[src/rtl/gf180mcu_fd_sc_mcu9t5v0__regsnq_bank_pkg.sv]
// Shared definitions for the preset-to-set storage bank: address sizing,
// default preset fill and the per-bit masked merge used by every word.
package gf180mcu_fd_sc_mcu9t5v0__regsnq_bank_pkg;

    // Each word defaults to all ones, matching the set-type primitive cell.
    localparam logic DEFAULT_SET_FILL = 1'b1;

    typedef enum logic [1:0] {
        OP_NONE,
        OP_WRITE,
        OP_SET
    } wr_op_e;

    // A single-word bank still needs a one-bit address bus.
    function automatic int addr_width(input int depth);
        return (depth <= 1) ? 1 : $clog2(depth);
    endfunction

    function automatic logic masked_merge(input logic old_bit,
                                          input logic d_bit,
                                          input logic m_bit);
        return (old_bit & ~m_bit) | (d_bit & m_bit);
    endfunction

endpackage

[src/rtl/gf180mcu_fd_sc_mcu9t5v0__regsnq_bank_if.sv]
// Write/read bus of the storage bank; the bank itself is the slave.
interface gf180mcu_fd_sc_mcu9t5v0__regsnq_bank_if
    import gf180mcu_fd_sc_mcu9t5v0__regsnq_bank_pkg::*;
#(
    parameter int WIDTH = 8,
    parameter int DEPTH = 4
);
    localparam int AW = addr_width(DEPTH);

    logic             E;
    logic             SETW;
    logic [AW-1:0]    WA;
    logic [WIDTH-1:0] D;
    logic [WIDTH-1:0] M;
    logic [AW-1:0]    RA;
    logic             CLRD;
    logic [WIDTH-1:0] Q;
    logic [DEPTH-1:0] DIRTY;

    modport master (
        output E, SETW, WA, D, M, RA, CLRD,
        input  Q, DIRTY
    );

    modport slave (
        input  E, SETW, WA, D, M, RA, CLRD,
        output Q, DIRTY
    );

endinterface

[src/rtl/gf180mcu_fd_sc_mcu9t5v0__regsnq_word.sv]
// One storage word with async preset, synchronous set, masked write and a
// dirty flag; exposes its next-state value so the bank can forward reads.
module gf180mcu_fd_sc_mcu9t5v0__regsnq_word
    import gf180mcu_fd_sc_mcu9t5v0__regsnq_bank_pkg::*;
#(
    parameter int               WIDTH   = 8,
    parameter logic [WIDTH-1:0] SET_VAL = {WIDTH{DEFAULT_SET_FILL}}
) (
    input  logic             clk,
    input  logic             rst_n,
    input  logic             set_en,
    input  logic             wr_en,
    input  logic             clrd,
    input  logic [WIDTH-1:0] d,
    input  logic [WIDTH-1:0] m,
    output logic [WIDTH-1:0] nxt,
    output logic             dirty
);

    logic [WIDTH-1:0] word_q;
    logic             dirty_q;

    always_comb begin
        nxt = word_q;
        if (set_en) begin
            nxt = SET_VAL;
        end else if (wr_en) begin
            for (int i = 0; i < WIDTH; i++) begin
                nxt[i] = masked_merge(word_q[i], d[i], m[i]);
            end
        end
    end

    // A hit on this word decides its own dirty bit and so overrides a clear.
    always_ff @(posedge clk or negedge rst_n) begin
        if (!rst_n) begin
            word_q  <= SET_VAL;
            dirty_q <= 1'b0;
        end else begin
            word_q <= nxt;
            if (set_en || wr_en) begin
                dirty_q <= (nxt != SET_VAL);
            end else if (clrd) begin
                dirty_q <= 1'b0;
            end
        end
    end

    assign dirty = dirty_q;

endmodule

[src/rtl/gf180mcu_fd_sc_mcu9t5v0__regsnq_bank.sv]
// WIDTH x DEPTH bank of set-type storage words with masked writes, per-word
// dirty tracking and a registered, write-first read port.
module gf180mcu_fd_sc_mcu9t5v0__regsnq_bank
    import gf180mcu_fd_sc_mcu9t5v0__regsnq_bank_pkg::*;
#(
    parameter int               WIDTH   = 8,
    parameter int               DEPTH   = 4,
    parameter logic [WIDTH-1:0] SET_VAL = {WIDTH{DEFAULT_SET_FILL}}
) (
    input logic CLK,
    input logic RN,
    gf180mcu_fd_sc_mcu9t5v0__regsnq_bank_if.slave bus
);

    localparam int            AW      = addr_width(DEPTH);
    localparam logic [AW:0]   DEPTH_W = (AW + 1)'(DEPTH);

    wr_op_e           op;
    logic             wa_ok;
    logic [WIDTH-1:0] word_nxt [DEPTH];
    logic [DEPTH-1:0] dirty_w;
    logic [WIDTH-1:0] rd_nxt;
    logic [WIDTH-1:0] q_r;

    assign wa_ok = ({1'b0, bus.WA} < DEPTH_W);

    // An all-zero mask is not a write at all, so it must not touch DIRTY.
    always_comb begin
        op = OP_NONE;
        if (wa_ok) begin
            if (bus.SETW) begin
                op = OP_SET;
            end else if (bus.E && (|bus.M)) begin
                op = OP_WRITE;
            end
        end
    end

    for (genvar g = 0; g < DEPTH; g++) begin : g_word
        logic sel;
        assign sel = (bus.WA == AW'(g));

        gf180mcu_fd_sc_mcu9t5v0__regsnq_word #(
            .WIDTH   (WIDTH),
            .SET_VAL (SET_VAL)
        ) u_word (
            .clk    (CLK),
            .rst_n  (RN),
            .set_en (sel && (op == OP_SET)),
            .wr_en  (sel && (op == OP_WRITE)),
            .clrd   (bus.CLRD),
            .d      (bus.D),
            .m      (bus.M),
            .nxt    (word_nxt[g]),
            .dirty  (dirty_w[g])
        );
    end

    // Reading next-state values gives write-first forwarding for free;
    // addresses past the last word fall through to SET_VAL.
    always_comb begin
        rd_nxt = SET_VAL;
        for (int i = 0; i < DEPTH; i++) begin
            if (bus.RA == AW'(i)) begin
                rd_nxt = word_nxt[i];
            end
        end
    end

    always_ff @(posedge CLK or negedge RN) begin
        if (!RN) begin
            q_r <= SET_VAL;
        end else begin
            q_r <= rd_nxt;
        end
    end

    assign bus.Q     = q_r;
    assign bus.DIRTY = dirty_w;

endmodule

[src/flat_wrapper.sv]
// flat-port wrapper written by rule: the top's interface ports become plain ports
module gf180mcu_fd_sc_mcu9t5v0__regsnq_bank_flat import gf180mcu_fd_sc_mcu9t5v0__regsnq_bank_pkg::*;
#(
    parameter int               WIDTH   = 8,
    parameter int               DEPTH   = 4,
    parameter logic [WIDTH-1:0] SET_VAL = {WIDTH{DEFAULT_SET_FILL}}
)
  (CLK, RN, bus_E, bus_SETW, bus_WA, bus_D, bus_M, bus_RA, bus_CLRD, bus_Q, bus_DIRTY);
  gf180mcu_fd_sc_mcu9t5v0__regsnq_bank_if #(.WIDTH(WIDTH), .DEPTH(DEPTH)) bus_i ();
  input logic CLK;
  input logic RN;
  input wire logic [$bits(bus_i.E)-1:0] bus_E;
  input wire logic [$bits(bus_i.SETW)-1:0] bus_SETW;
  input wire logic [$bits(bus_i.WA)-1:0] bus_WA;
  input wire logic [$bits(bus_i.D)-1:0] bus_D;
  input wire logic [$bits(bus_i.M)-1:0] bus_M;
  input wire logic [$bits(bus_i.RA)-1:0] bus_RA;
  input wire logic [$bits(bus_i.CLRD)-1:0] bus_CLRD;
  output wire logic [$bits(bus_i.Q)-1:0] bus_Q;
  output wire logic [$bits(bus_i.DIRTY)-1:0] bus_DIRTY;
  assign bus_i.E = bus_E;
  assign bus_i.SETW = bus_SETW;
  assign bus_i.WA = bus_WA;
  assign bus_i.D = bus_D;
  assign bus_i.M = bus_M;
  assign bus_i.RA = bus_RA;
  assign bus_i.CLRD = bus_CLRD;
  assign bus_Q = bus_i.Q;
  assign bus_DIRTY = bus_i.DIRTY;
  gf180mcu_fd_sc_mcu9t5v0__regsnq_bank #(.WIDTH(WIDTH), .DEPTH(DEPTH), .SET_VAL(SET_VAL)) u_core (.CLK(CLK), .RN(RN), .bus(bus_i));
endmodule
[config.mk]
export PLATFORM = sky130hd
export DESIGN_NAME = gf180mcu_fd_sc_mcu9t5v0__regsnq_bank_flat
export DESIGN_NICKNAME = d
export VERILOG_FILES = /design/src/rtl/gf180mcu_fd_sc_mcu9t5v0__regsnq_bank_pkg.sv /design/src/rtl/gf180mcu_fd_sc_mcu9t5v0__regsnq_bank_if.sv /design/src/rtl/gf180mcu_fd_sc_mcu9t5v0__regsnq_word.sv /design/src/rtl/gf180mcu_fd_sc_mcu9t5v0__regsnq_bank.sv /design/src/flat_wrapper.sv
export SDC_FILE = /design/constraint.sdc
export NUM_CORES = 1
export LEC_CHECK = 0
export ABC_AREA = 1
export CELL_PAD_IN_SITES_DETAIL_PLACEMENT = 1
export CELL_PAD_IN_SITES_GLOBAL_PLACEMENT = 2
export CORE_ASPECT_RATIO = 1.1
export CORE_MARGIN = 8
export CORE_UTILIZATION = 31
export CTS_CLUSTER_SIZE = 8
export DETAILED_ROUTE_END_ITERATION = 10
export GPL_TIMING_DRIVEN = 0
export HOLD_SLACK_MARGIN = 0.15
export PLACE_DENSITY = 0.79
export SLEW_MARGIN = 20
export SYNTH_ARGS = -nofsm -noshare
export SYNTH_HDL_FRONTEND = slang
export SYNTH_SLANG_ARGS = --single-unit
[constraint.sdc]
create_clock -name CLK -period 1.65 [get_ports CLK]
set_clock_uncertainty 0.05 [all_clocks]
set_input_delay 0.33 -clock CLK [delete_from_list [all_inputs] [get_ports CLK]]
set_output_delay 0.33 -clock CLK [all_outputs]
set_load 0.005 [all_outputs]
==> metrics <==
crit path to u_core.g_word[1].u_word.word_q[6]; kind of critical path primary input to register; status completed; relative slew slack 0.666; die area 11600 µm²; number of routed nets with antenna violations 0; CP Capture Type register; RR Startpoint u_core.g_word[0].u_word.word_q[0]; Synth area leader dfstp_2; Hold Path Class primary input to async pin; warnings from Yosys 0; Seq pwr share 0.438; GRT Util Overall 0.176; final net count 461; CTS tree built; via count 2798; flop2flop setup slack 0.16 ns; Clk network pwr share 0.252; Die Y 112 µm; WL per Instance 19.1 µm; Syn Inst Count 349; initial antenna violation count 0; clk buf depth 2; Worst VDD drop 0.328 mV; Worst EP arrival 1.82 ns; Slew Viols, Final 0; first-pass GRT wire length 16.3 mm; Synth area leaders dfstp_2 (40%), nand2_1 (25%), nand4_1 (10%); Final Util 0.462; clock sink count 44; fin crit period 1.63 ns; R2R cell count 9; share of post-route cells with drive strength above 1 0.416; Residual DRC 0; mapped cell area 2620 µm²; grt total ovfl 0; root buffer cell clkbuf_8; Max Cap Viol 0; via count of the first global-routing pass 3031; # IOs 37; routed wire length 10.5 mm; detailed-router iteration count before antenna repair 4; input/output buffers 35; Post-DP HPWL 6.68 mm; Net Sw Power 1.10 mW; final number of hold-violating endpoints 0; sw frac 0.326; post-synth top area share 0.402; design area 3820 µm²; period utilization 0.987; Worst EP required 1.84 ns; final total power 3.36 mW; # H-tree levels 2; row cnt 35; vias per inst 5.11; Netlist cell types 18; Reg-to-Reg End u_core.g_word[0].u_word.dirty; DRT iter0 DRCs 109; FF+latch count, synth 44; TritonCTS Buffers 5; Syn-to-layout area delta 46.0%; Ant. Diodes 0; setup tns final 0 ns; Int Power 2.26 mW; Logic pwr share 0.310; Final Setup Violations 0; clock slew at reported path FFs 0.09 ns; Post-Syn Area per Cell 7.50 µm²; PD cells 880 nW/µm²; Setup crit start bus_E; routability cong. 0.779; post-synth net total 374; Worst Setup Start Kind primary input; measured slew at the worst slew-check pin 0.500 ns; post-placement cell area 3120 µm²; Critical Path Fanout Max 7; Fillers 1010; Die W 104 µm; CORE AREA 8280 µm²; FMAX 614 MHz; sequential area share after synthesis 0.440; CTS Hold Bufs 0; largest net degree at the start of global routing 30; Starting Density 0.316; Leakage 1.98 nW; clock latency on the worst-skew pair 0.30 ns
## stage by stage
| stage | hold WS [ns] | setup slack, ns | std cells |
|---|---|---|---|
| after floorplan | -0.0156 | 0.151 | 349 |
| after global placement | 0.470 | -1.15 | 495 |
| after detailed placement | 0.475 | -1.03 | 496 |
| after CTS | 0.213 | -0.0108 | 538 |
| after global routing | 0.234 | -0.0254 | 548 |
| final | 0.198 | 0.0215 | 548 |
## final cells by class
| type | count | area (µm²) | area share |
|---|---|---|---|
| clock buffers | 6 | 72.6 | 0.0190 |
| multi-input cells | 277 | 1510 | 0.396 |
| inverters | 17 | 63.8 | 0.0167 |
| repair buffers | 80 | 717 | 0.188 |
| flip-flops and latches | 44 | 1150 | 0.301 |
| plain buffers | 11 | 128 | 0.0334 |
| clock inverters | 2 | 35.0 | 0.00917 |
| well taps | 111 | 139 | 0.0364 |
## what timing repair did
action | 4_1_cts | 5_1_grt
pin swaps | 16 | 20
gates cloned | 1 | 0
endpoints found under the setup margin | 45 | 16
buffers inserted | 33 | 10
resized for setup | 70 | 46
## sequential cells by signal (all words and copies together), names as in the netlist
| signal | flops |
|---|---|
| u_core.bus.Q | 8 |
| u_core.g_word.u_word.dirty | 4 |
| u_core.g_word.u_word.word_q | 32 |
## cells in the mapped netlist, drive strengths merged
cell type and instances:
a21oi 2, buf 11, dfrtp 4, dfstp 40
inv 17, nand2 178, nand3 36, nand4 43
nor2 18
## power groups by stage
stage / Sequential (mW) / Combinational, mW / Clock (mW)
6_report: 1.47 / 1.04 / 0.845
5_1_grt: 1.49 / 1.16 / 0.891
4_1_cts: 1.46 / 0.959 / 0.858
3_5_place_dp: 1.48 / 0.850 / 0
3_3_place_gp: 1.47 / 0.829 / 0
2_1_floorplan: 1.46 / 0.487 / 0
## cells by family (layout without fill, tap and decap cells)
family          after synthesis  count (layout)  synth area share
flops                        44              44             0.440
buf+inv                      28             116            0.0617
simple gates                275             275             0.495
compound gates                2               2           0.00383
## per-layer routing
layer  up-vias  part of all wire  GRT usage
met2        63              0.52      0.321
met1      1386              0.42      0.204
met3        18             0.038     0.0264
li1       1331                 -          -
met5         -                 0          0
met4         0             0.022     0.0608
## critical path, cell delays in order
cell	delay, ns
dlygate4sd2_1	0.20
inv_2	0.06
nor2_8	0.13
buf_12	0.14
buf_6	0.10
nand3_4	0.15
buf_6	0.17
nand2_1	0.06
nand3_2	0.10
buf_4	0.16
buf_4	0.12
buf_4	0.12
## worst min path at each step
stage                                        end  slack (ns)
2_1_floorplan      u_core.g_word[0].u_word.dirty       -0.02
3_3_place_gp       u_core.g_word[2].u_word.dirty        0.47
3_5_place_dp       u_core.g_word[0].u_word.dirty        0.47
4_1_cts        u_core.g_word[2].u_word.word_q[2]        0.21
5_1_grt        u_core.g_word[2].u_word.word_q[2]        0.23
6_report       u_core.g_word[2].u_word.word_q[2]        0.20
## cells in the final DEF (no fill, tap or decap)
cell,n
a21oi_1,2
buf_12,3
buf_2,2
buf_4,38
buf_6,9
buf_8,5
bufbuf_16,1
bufinv_16,1
clkbuf_1,1
clkbuf_2,9
clkbuf_8,5
clkdlybuf4s50_1,11
clkinv_2,1
dfrtp_1,4
dfstp_2,40
dlygate4sd2_1,10
dlymetal6s2s_1,3
inv_1,7
inv_2,10
nand2_1,160
nand2_2,14
nand2_4,4
nand3_1,9
nand3_2,22
nand3_4,5
nand4_1,43
nor2_1,5
nor2_2,5
nor2_4,7
nor2_8,1
Power figures use the tool's default switching activity.
